## src/rtl/patdata_fifo.sv

```systemverilog
// DEPTH-entry pattern word queue feeding the blitter pattern mux, with sticky overflow.
// Optional nibble (4-bit pixel) presentation is compiled in with PATDATA_NIBBLE_EN.
module patdata_fifo #(
  parameter int WIDTH = 8,
  parameter int DEPTH = 4
) (
  input  logic                     MasterClock,
  input  logic                     RESETL,
  input  logic                     LDPATL,
  input  logic [WIDTH-1:0]         ID,
  input  logic                     PATNXT,
  input  logic                     CLRPAT,
`ifdef PATDATA_NIBBLE_EN
  input  logic                     NIBMODE,
`endif
  output logic [WIDTH-1:0]         PATD,
  output logic                     PATVALID,
  output logic                     PATFULL,
  output logic                     PATOVF,
  output logic [$clog2(DEPTH):0]   PATCNT
);

  localparam int PTR_W = $clog2(DEPTH);
  localparam int CNT_W = PTR_W + 1;
  localparam int HALF  = WIDTH / 2;
  localparam logic [CNT_W-1:0] FULL_CNT = CNT_W'(DEPTH);
  localparam logic [CNT_W-1:0] ZERO_CNT = {CNT_W{1'b0}};

  // Formats a stored word for the pixel path: whole word, or a replicated half.
  function automatic logic [WIDTH-1:0] present(input logic [WIDTH-1:0] word,
                                               input logic nib, input logic sub);
    logic [WIDTH-1:0] res;
    if (!nib) begin
      res = word;
    end else if (!sub) begin
      res = {word[HALF-1:0], word[HALF-1:0]};
    end else begin
      res = {word[WIDTH-1:HALF], word[WIDTH-1:HALF]};
    end
    return res;
  endfunction

  logic [WIDTH-1:0] mem_r [DEPTH];
  logic [PTR_W-1:0] wr_r, rd_r;
  logic [CNT_W-1:0] count_r;
  logic [WIDTH-1:0] patd_r;
  logic             valid_r, full_r, ovf_r;
`ifdef PATDATA_NIBBLE_EN
  logic             sub_r, nib_prev_r;
`endif

  logic             nib_s, sub_s, hold_s, adv_s, pop_s, push_s, rej_s, sub_nxt_s;
  logic             full_s, valid_s;
  logic [PTR_W-1:0] rd_nxt_s, wr_nxt_s;
  logic [CNT_W-1:0] cnt_nxt_s;
  logic [WIDTH-1:0] head_s, patd_nxt_s;

  // Next-state decode: push/pop arbitration, pointer/count updates, next PATD.
  always_comb begin
    nib_s  = 1'b0;
    sub_s  = 1'b0;
    hold_s = 1'b0;
`ifdef PATDATA_NIBBLE_EN
    nib_s  = NIBMODE;
    sub_s  = sub_r;
    hold_s = (NIBMODE != nib_prev_r);
`endif
    full_s    = (count_r == FULL_CNT);
    valid_s   = (count_r != ZERO_CNT);
    adv_s     = PATNXT && valid_s && !hold_s;
    pop_s     = adv_s && (!nib_s || sub_s);
    push_s    = !LDPATL && (!full_s || pop_s);
    rej_s     = !LDPATL && full_s && !pop_s;
    sub_nxt_s = adv_s && nib_s && !sub_s;
    if (hold_s) begin
      sub_nxt_s = 1'b0;
    end else if (!adv_s) begin
      sub_nxt_s = sub_s;
    end else begin
      sub_nxt_s = nib_s && !sub_s;
    end
    rd_nxt_s  = pop_s  ? rd_r + PTR_W'(1) : rd_r;
    wr_nxt_s  = push_s ? wr_r + PTR_W'(1) : wr_r;
    cnt_nxt_s = count_r + (push_s ? CNT_W'(1) : ZERO_CNT) - (pop_s ? CNT_W'(1) : ZERO_CNT);
    // The freshly pushed word is not in storage yet when it becomes the new head.
    if (push_s && (wr_r == rd_nxt_s)) begin
      head_s = ID;
    end else begin
      head_s = mem_r[rd_nxt_s];
    end
    if (cnt_nxt_s != ZERO_CNT) begin
      patd_nxt_s = present(head_s, nib_s, sub_nxt_s);
    end else begin
      patd_nxt_s = patd_r;
    end
  end

  // Queue state, storage and registered outputs; CLRPAT flushes but keeps PATD.
  always_ff @(posedge MasterClock or negedge RESETL) begin
    if (!RESETL) begin
      for (int i = 0; i < DEPTH; i++) begin
        mem_r[i] <= {WIDTH{1'b0}};
      end
      wr_r    <= {PTR_W{1'b0}};
      rd_r    <= {PTR_W{1'b0}};
      count_r <= ZERO_CNT;
      patd_r  <= {WIDTH{1'b0}};
      valid_r <= 1'b0;
      full_r  <= 1'b0;
      ovf_r   <= 1'b0;
`ifdef PATDATA_NIBBLE_EN
      sub_r      <= 1'b0;
      nib_prev_r <= 1'b0;
`endif
    end else if (CLRPAT) begin
      wr_r    <= {PTR_W{1'b0}};
      rd_r    <= {PTR_W{1'b0}};
      count_r <= ZERO_CNT;
      valid_r <= 1'b0;
      full_r  <= 1'b0;
      ovf_r   <= 1'b0;
`ifdef PATDATA_NIBBLE_EN
      sub_r      <= 1'b0;
      nib_prev_r <= NIBMODE;
`endif
    end else begin
      if (push_s) begin
        mem_r[wr_r] <= ID;
      end
      wr_r    <= wr_nxt_s;
      rd_r    <= rd_nxt_s;
      count_r <= cnt_nxt_s;
      patd_r  <= patd_nxt_s;
      valid_r <= (cnt_nxt_s != ZERO_CNT);
      full_r  <= (cnt_nxt_s == FULL_CNT);
      ovf_r   <= ovf_r | rej_s;
`ifdef PATDATA_NIBBLE_EN
      sub_r      <= sub_nxt_s;
      nib_prev_r <= NIBMODE;
`endif
    end
  end

  assign PATD     = patd_r;
  assign PATVALID = valid_r;
  assign PATFULL  = full_r;
  assign PATOVF   = ovf_r;
  assign PATCNT   = count_r;

endmodule

```

## config.mk

```make
export PLATFORM = sky130hd
export DESIGN_NAME = patdata_fifo
export DESIGN_NICKNAME = d
export VERILOG_FILES = /design/src/rtl/patdata_fifo.sv
export SDC_FILE = /design/constraint.sdc
export NUM_CORES = 1
export LEC_CHECK = 0
export CORE_MARGIN = 2
export CORE_UTILIZATION = 61
export DETAILED_ROUTE_END_ITERATION = 7
export GPL_TIMING_DRIVEN = 0
export PLACE_DENSITY = 0.84
export SETUP_SLACK_MARGIN = 0.4
export SLEW_MARGIN = 10
export SYNTH_ARGS = -nofsm -noshare
export SYNTH_HDL_FRONTEND = slang
export SYNTH_SLANG_ARGS = --single-unit
export TNS_END_PERCENT = 50
```

## constraint.sdc

```tcl
create_clock -name MasterClock -period 9.6 [get_ports MasterClock]
set_clock_uncertainty 0.1 [all_clocks]
set_input_delay 1.44 -clock MasterClock [delete_from_list [all_inputs] [get_ports MasterClock]]
set_output_delay 1.44 -clock MasterClock [all_outputs]
set_load 0.05 [all_outputs]
```

======== Word-level counts from Yosys, hierarchy flattened ========
Cells that the tools add are included.
storage, ports and cells
  input port bits ......................... 13
  logic and storage cells ................. 57
  output and inout bits ................... 14
  flip-flop bits (word level) ............. 50
cells by class
  bitwise logic cells ..................... 4
  multiplexer cells ....................... 17
  reduce and logical (&&, ||, !) cells .... 15
  order comparisons ....................... 3
  add/subtract/negate cells ............... 4
  equality and inequality tests ........... 3
operators by type and width
  cell                   count
  $bwmux W32             1
  $mux W8                4
  $bmux W8 S2            1
  $demux W8 S2           1
  $mux W2                4
  $eq A3 B3 Y1 const B   2
  $ge A3 B3 Y1 const B   2
  $logic_and A1 B1 Y1    6
  $not A2 Y3             2
  $reduce_bool A3 Y1     2
  $mux W1                5
  $add A2 B1 Y2 const B  2
  $reduce_and A2 Y1      2
  $add A3 B1 Y3          1
  $logic_not A1 Y1       3
  $lt A3 B1 Y1 const B   1
  $mux W3                1
  $sub A3 B1 Y3          1
  $eq A2 B2 Y1           1
  $reduce_bool A2 Y1     1
  $logic_or A1 B1 Y1     1
  $not A1 Y1             1
  $or A1 B1 Y1           1

======== Logic depth before layout (Yosys ltp) ========
  word-level depth ........................ 9
  mapped depth ............................ 16
  gate-level depth less buffers ........... 13

======== Worst setup path after synthesis ========
Ideal clock, no wire load.
  path type ............................... input -> register
  start ................................... in PATNXT
  end ..................................... reg patd_r[0], in the netlist PATD[0]
  data arrival time ....................... 3.900 ns
  slack ................................... 5.474 ns
  setup time .............................. 0.126 ns
  buffers on the path ..................... 2
  data required time ...................... 9.374 ns
  stages .................................. 14
  cell sequence ........................... nor4b_2 nor2_2 inv_2 ha_1 inv_1 ha_1 inv_1 fa_1 xor2_1 xnor2_1 a21o_1 buf_6 buf_6 a221o_1
on the way
  longest elaborated chain between the ends .. 8
  elaborated cells on any way between the ends .. 17
  classes of those cells .................. add/sub (2); eq/ne (1); mux (7); bitwise (1); reduce/logical (6)
ends and longest elaborated chain
  what                         RTL line  RTL
  start, declared              11        input logic PATNXT,
  $logic_and A1 B1 Y1 *        70        adv_s = PATNXT && valid_s && !hold_s;
  $logic_or A1 B1 Y1           72        push_s = !LDPATL && (!full_s || pop_s);
  $logic_and A1 B1 Y1          72
  $mux W1                      84        cnt_nxt_s = count_r + (push_s ? CNT_W'(1) : ZERO_CNT) - (pop_s ? CNT_W'(1) : ZERO_CNT);
  $add A3 B1 Y3                84
  $sub A3 B1 Y3                84
  $reduce_bool A3 Y1           91        if (cnt_nxt_s != ZERO_CNT) begin
  $reduce_and A2 Y1 (no line)  -
  end signal, assigned         107       patd_r <= {WIDTH{1'b0}};
  end signal, assigned         133       patd_r <= patd_nxt_s;
  end, declared                46        logic [WIDTH-1:0] patd_r;
Mark *: on every way between the ends. The rest lies on a longest branch, timed or not. The select of a mux whose other input is x is not followed.
A chain may end at the register's enable or synchronous reset.

======== Final worst setup path ========
  start ................................... in PATNXT
  end ..................................... reg patd_r[7], in the netlist PATD[7]
The elaborated chain is that of the path after synthesis.

==> summary.md <==
| Metric | Value |
|---|---|
| # Post-CTS Setup Buffers | 0 |
| Synthesis Warnings | 0 |
| Number of core rows | 24 |
| Final slew viol count | 0 |
| Sw frac | 0.430 |
| Static Leakage | 1.39 nW |
| Internal cell power | 0.570 mW |
| Terminus of the critical flop-to-flop path | PATD[7]$_DFFE_PN0P_ |
| # placed instances | 330 |
| Cell at the root of the clock tree | sky130_fd_sc_hd__clkbuf_8 |
| Setup slack of the most critical reg-to-reg path | between 5 and 6 ns |
| Synthesized flop and latch total | 50 |
| Core Area | 4380 um2 |
| Count of buffering cells on the critical path with inverters included | 5 |
| Number of buffers added to fix hold violations after cts | 0 |
| Cell Chain, Critical Path | clkdlybuf4s50_1 > nor4b_2 > nor2_2 > inv_2 > ha_1 > inv_1 > ha_1 > inv_1 > fa_1 > xor2_1 > xnor2_1 > a21o_1 > buf_6 > nor3_4 > a221o_1 |
| Top post-synthesis cells by area | sky130_fd_sc_hd__dfrtp_1 (45%), sky130_fd_sc_hd__mux2_2 (12%), sky130_fd_sc_hd__mux2i_1 (6.1%) |
| Input/output buffers | 25 |
| Logic depth of the worst path, buffers included | 15 |
| DP Area | roughly 3100 um2 |
| Max_cap viols | 0 |
| Part of the power in the clock network | 0.127 |
| Number of nets in the synthesized netlist | 272 |
| Worst-skew pair later-pin latency | 0.32 ns |
| Gate count after technology mapping | between 200 and 300 |
| Crit path largest cell delay | 0.48 ns |
| Status | completed |
| Accumulated negative setup slack | 0 ns |
| Via count normalized by instance count | 6.31 |
| Die width | 71.8 um |
| Die height | around 72 um |
| Net count, final | 305 |
| Final design instance area without fill | 3230 um2 |
| Proportion of power drawn by flip-flops and latches | 0.353 |
| Area fraction of the dominant cell type after synthesis | 0.446 |
| Share of the cycle needed by the critical path after routing | 0.484 |
| Starting density of the core | 0.639 |
| Global-route wire length before repair | 10.7 mm |
| Weighted congestion reported at the end of routability-driven placement | 0.931 |
| Cts bufs inserted | 5 |
| Number of global-route vias before repair | 2147 |
| Final non-filler cell total | between 300 and 400 |
| Worst-case setup slack after placement | 4.65 ns |
| Area enclosed by the die boundary | ~5200 um2 |
| Cell accounting for the most synthesized area | sky130_fd_sc_hd__dfrtp_1 |
| Worst Tran Pin Value | 0.502 ns |
| Via count | ~2100 |
| Minimum setup slack in the final design | 4.96 ns |
| Depth of the worst register-to-register path | 15 |
| Max FO, Critical Path | 9 |
| Areal power density over the cells | 310 nW/um2 |
| Global route total overflow | 0 |
| TritonCTS clock tree | built |
| Class of the tightest hold or removal check | register to register |
| Number of top-level design ports | 27 |
| Power after layout | 1.00 mW |
| Setup repair after global routing missed its margin | no |
| Number of design-rule violations left by the first detailed-router iteration | roughly 230 |
| DR pass1 iterations | 5 |
| Number of distinct standard cells referenced by the synthesized netlist | 37 |
| Routed Wire Length | roughly 6.4 mm |
| DR DRC count | 0 |
| Critical path launch point type | primary input |
| Setup-failing EPs final | 0 |
| Category of cells accounting for the largest share of critical-path delay | simple AND/OR/NAND/NOR gates |
| Syn-to-layout area delta | 15.1% |
| Synthesized area per cell | 11.1 um2 |
| PostCTS Resize Cnt | 0 |
| Number of antenna diodes | 0 |
| Relative contribution of combinational cells to total power | 0.520 |
| Final ANT Viol Nets | 0 |
| Min Tclk post-route | between 4 and 5 ns |
| Buffers from clock root to sink, at most | 2 |
| Capturing element of the worst setup path | PATD[7]$_DFFE_PN0P_ |
| Final Util | 0.736 |
| Fraction of layout cells with a size suffix above 1 | 0.220 |
| Worst hold slack | 0.402 ns |
| Data arrival time of the worst path | 4.79 ns |
| Startpoint-to-endpoint class of the critical path | primary input to register |
| Clock Sink Count | 50 |
| Max-slew headroom | 0.664 |
| Cell at the slowest stage of the critical path | sky130_fd_sc_hd__nor4b_2 |
| Clk pin slew, worst setup/hold paths | 0.08 ns |
| CP required | ~10 ns |
| Max Fclk | between 0.2 and 0.25 GHz |
| Final hold violations | 0 |
| Wire length per cell | 18.9 um |
| Crit end category | register |
| Sequential-to-total area share from yosys stat | 0.446 |
| H-tree level count | 2 |
| Startpoint of the most critical register-to-register path | PATCNT[1]$_DFF_PN0_ |
| Switch Pwr | 0.430 mW |
| Critical Path Source | PATNXT |
| DPL Wire Length | 4.27 mm |
| Combined global-route utilization of all metal layers | 0.272 |
| Mapped Area | 2800 um2 |
| Pin count of the biggest net entering global routing | 32 |
| Max IR drop VDD | 188 uV |
| Number of antenna violations at the first check in global routing | 0 |
## worst min-delay path, delay by kind of cell (launching register included)
kind	cells	cell delay (ns)
flip-flops	1	0.35
AND/OR/NAND/NOR	1	0.07
AO/OA/AOI/OAI	1	0.04
## Yosys cell counts (all sizes together)
master   n
nor3b   10
nor3    22
o21ai    7
mux2i   17
nand2b   1
nor4b    9
nor2     8
buf     15
xor2     2
nand2    4
o31ai    1
and3     1
or3      1
a22o     1
a21oi    5
a221o    8
clkbuf   5
and2     5
xnor2    4
dfrtp   50
nand3   24
fa       1
a21o     1
inv      8
nor2b    2
clkinv   1
ha       6
mux2    32
nor4     1
## power by group through the flow
stage | logic [mW] | registers (mW) | clock network, mW
floorplan | 0.299 | 0.428 | 0
global placement | 0.499 | 0.351 | 0
detailed placement | 0.514 | 0.356 | 0
CTS | 0.518 | 0.352 | 0.128
global route | 0.561 | 0.363 | 0.136
finish | 0.520 | 0.353 | 0.127
## cells by family (layout without fill, tap and decap cells)
logic type,Yosys count,after routing,synth area share
fa+ha+maj,7,7,0.0339
simple gates,88,88,0.189
buf+inv,29,63,0.0616
mux,49,49,0.189
compound gates,23,23,0.0607
flops,50,50,0.446
xor+xnor,6,6,0.0187
## final cells by class
| class | instances | area, um2 |
|---|---|---|
| multi-input combinational | 173 | 1380 |
| sequential | 50 | 1250 |
| fill | 337 | 1160 |
| timing repair buffer | 26 | 265 |
| buffer | 20 | 136 |
| clock buffer | 5 | 68.8 |
| tap | 52 | 65.1 |
| inverter | 9 | 36.3 |
| clock inverter | 3 | 23.8 |
## layout by cell type, fill, tap and decap left out, types with 4 or more instances in the layout
cell / Yosys / routed
sky130_fd_sc_hd__dfrtp_1: 50 / 50
sky130_fd_sc_hd__mux2_2: 30 / 30
sky130_fd_sc_hd__nand3_1: 24 / 24
sky130_fd_sc_hd__clkdlybuf4s50_1: 0 / 24
sky130_fd_sc_hd__nor3_1: 21 / 21
sky130_fd_sc_hd__mux2i_1: 17 / 17
sky130_fd_sc_hd__nor3b_1: 10 / 10
sky130_fd_sc_hd__buf_2: 7 / 8
sky130_fd_sc_hd__a221o_1: 8 / 8
sky130_fd_sc_hd__buf_6: 7 / 7
sky130_fd_sc_hd__nor2_1: 7 / 7
sky130_fd_sc_hd__o21ai_0: 7 / 7
sky130_fd_sc_hd__nor4b_1: 7 / 7
sky130_fd_sc_hd__inv_1: 6 / 6
sky130_fd_sc_hd__ha_1: 6 / 6
sky130_fd_sc_hd__clkbuf_1: 5 / 5
sky130_fd_sc_hd__a21oi_1: 5 / 5
sky130_fd_sc_hd__and2_1: 5 / 5
sky130_fd_sc_hd__clkbuf_8: 0 / 5
sky130_fd_sc_hd__nand2_1: 4 / 4
sky130_fd_sc_hd__xnor2_1: 4 / 4
## worst min path at each step
| stage | startpoint | to | slack [ns] | depth (start not counted) |
|---|---|---|---|---|
| 6_report | PATOVF$_DFF_PN0_ | PATOVF$_DFF_PN0_ | 0.40 | 2 |
| 2_1_floorplan | mem_r[22]$_DFFE_PN0P_ | mem_r[22]$_DFFE_PN0P_ | 0.36 | 1 |
| 3_5_place_dp | PATOVF$_DFF_PN0_ | PATOVF$_DFF_PN0_ | 0.39 | 2 |
| 3_3_place_gp | PATOVF$_DFF_PN0_ | PATOVF$_DFF_PN0_ | 0.37 | 2 |
| 4_1_cts | PATOVF$_DFF_PN0_ | PATOVF$_DFF_PN0_ | 0.41 | 2 |
| 5_1_grt | mem_r[22]$_DFFE_PN0P_ | mem_r[22]$_DFFE_PN0P_ | 0.42 | 1 |
## layer usage
metal,wire length (um),GRT usage,up-vias,share of wire
li1,-,-,983,-
met1,2780,0.369,1054,0.44
met2,2980,0.430,84,0.47
met3,493,0.0619,12,0.077
met4,133,0.103,0,0.021
met5,0,0,-,0
## registers in the layout, summed over array words and instances, names as in the netlist
name and count:
PATOVF 1, mem_r 32, PATD 8, PATCNT 3
wr_r 2, PATVALID 1, rd_r 2, PATFULL 1
Note: power is estimated with default switching activity, not from simulation.
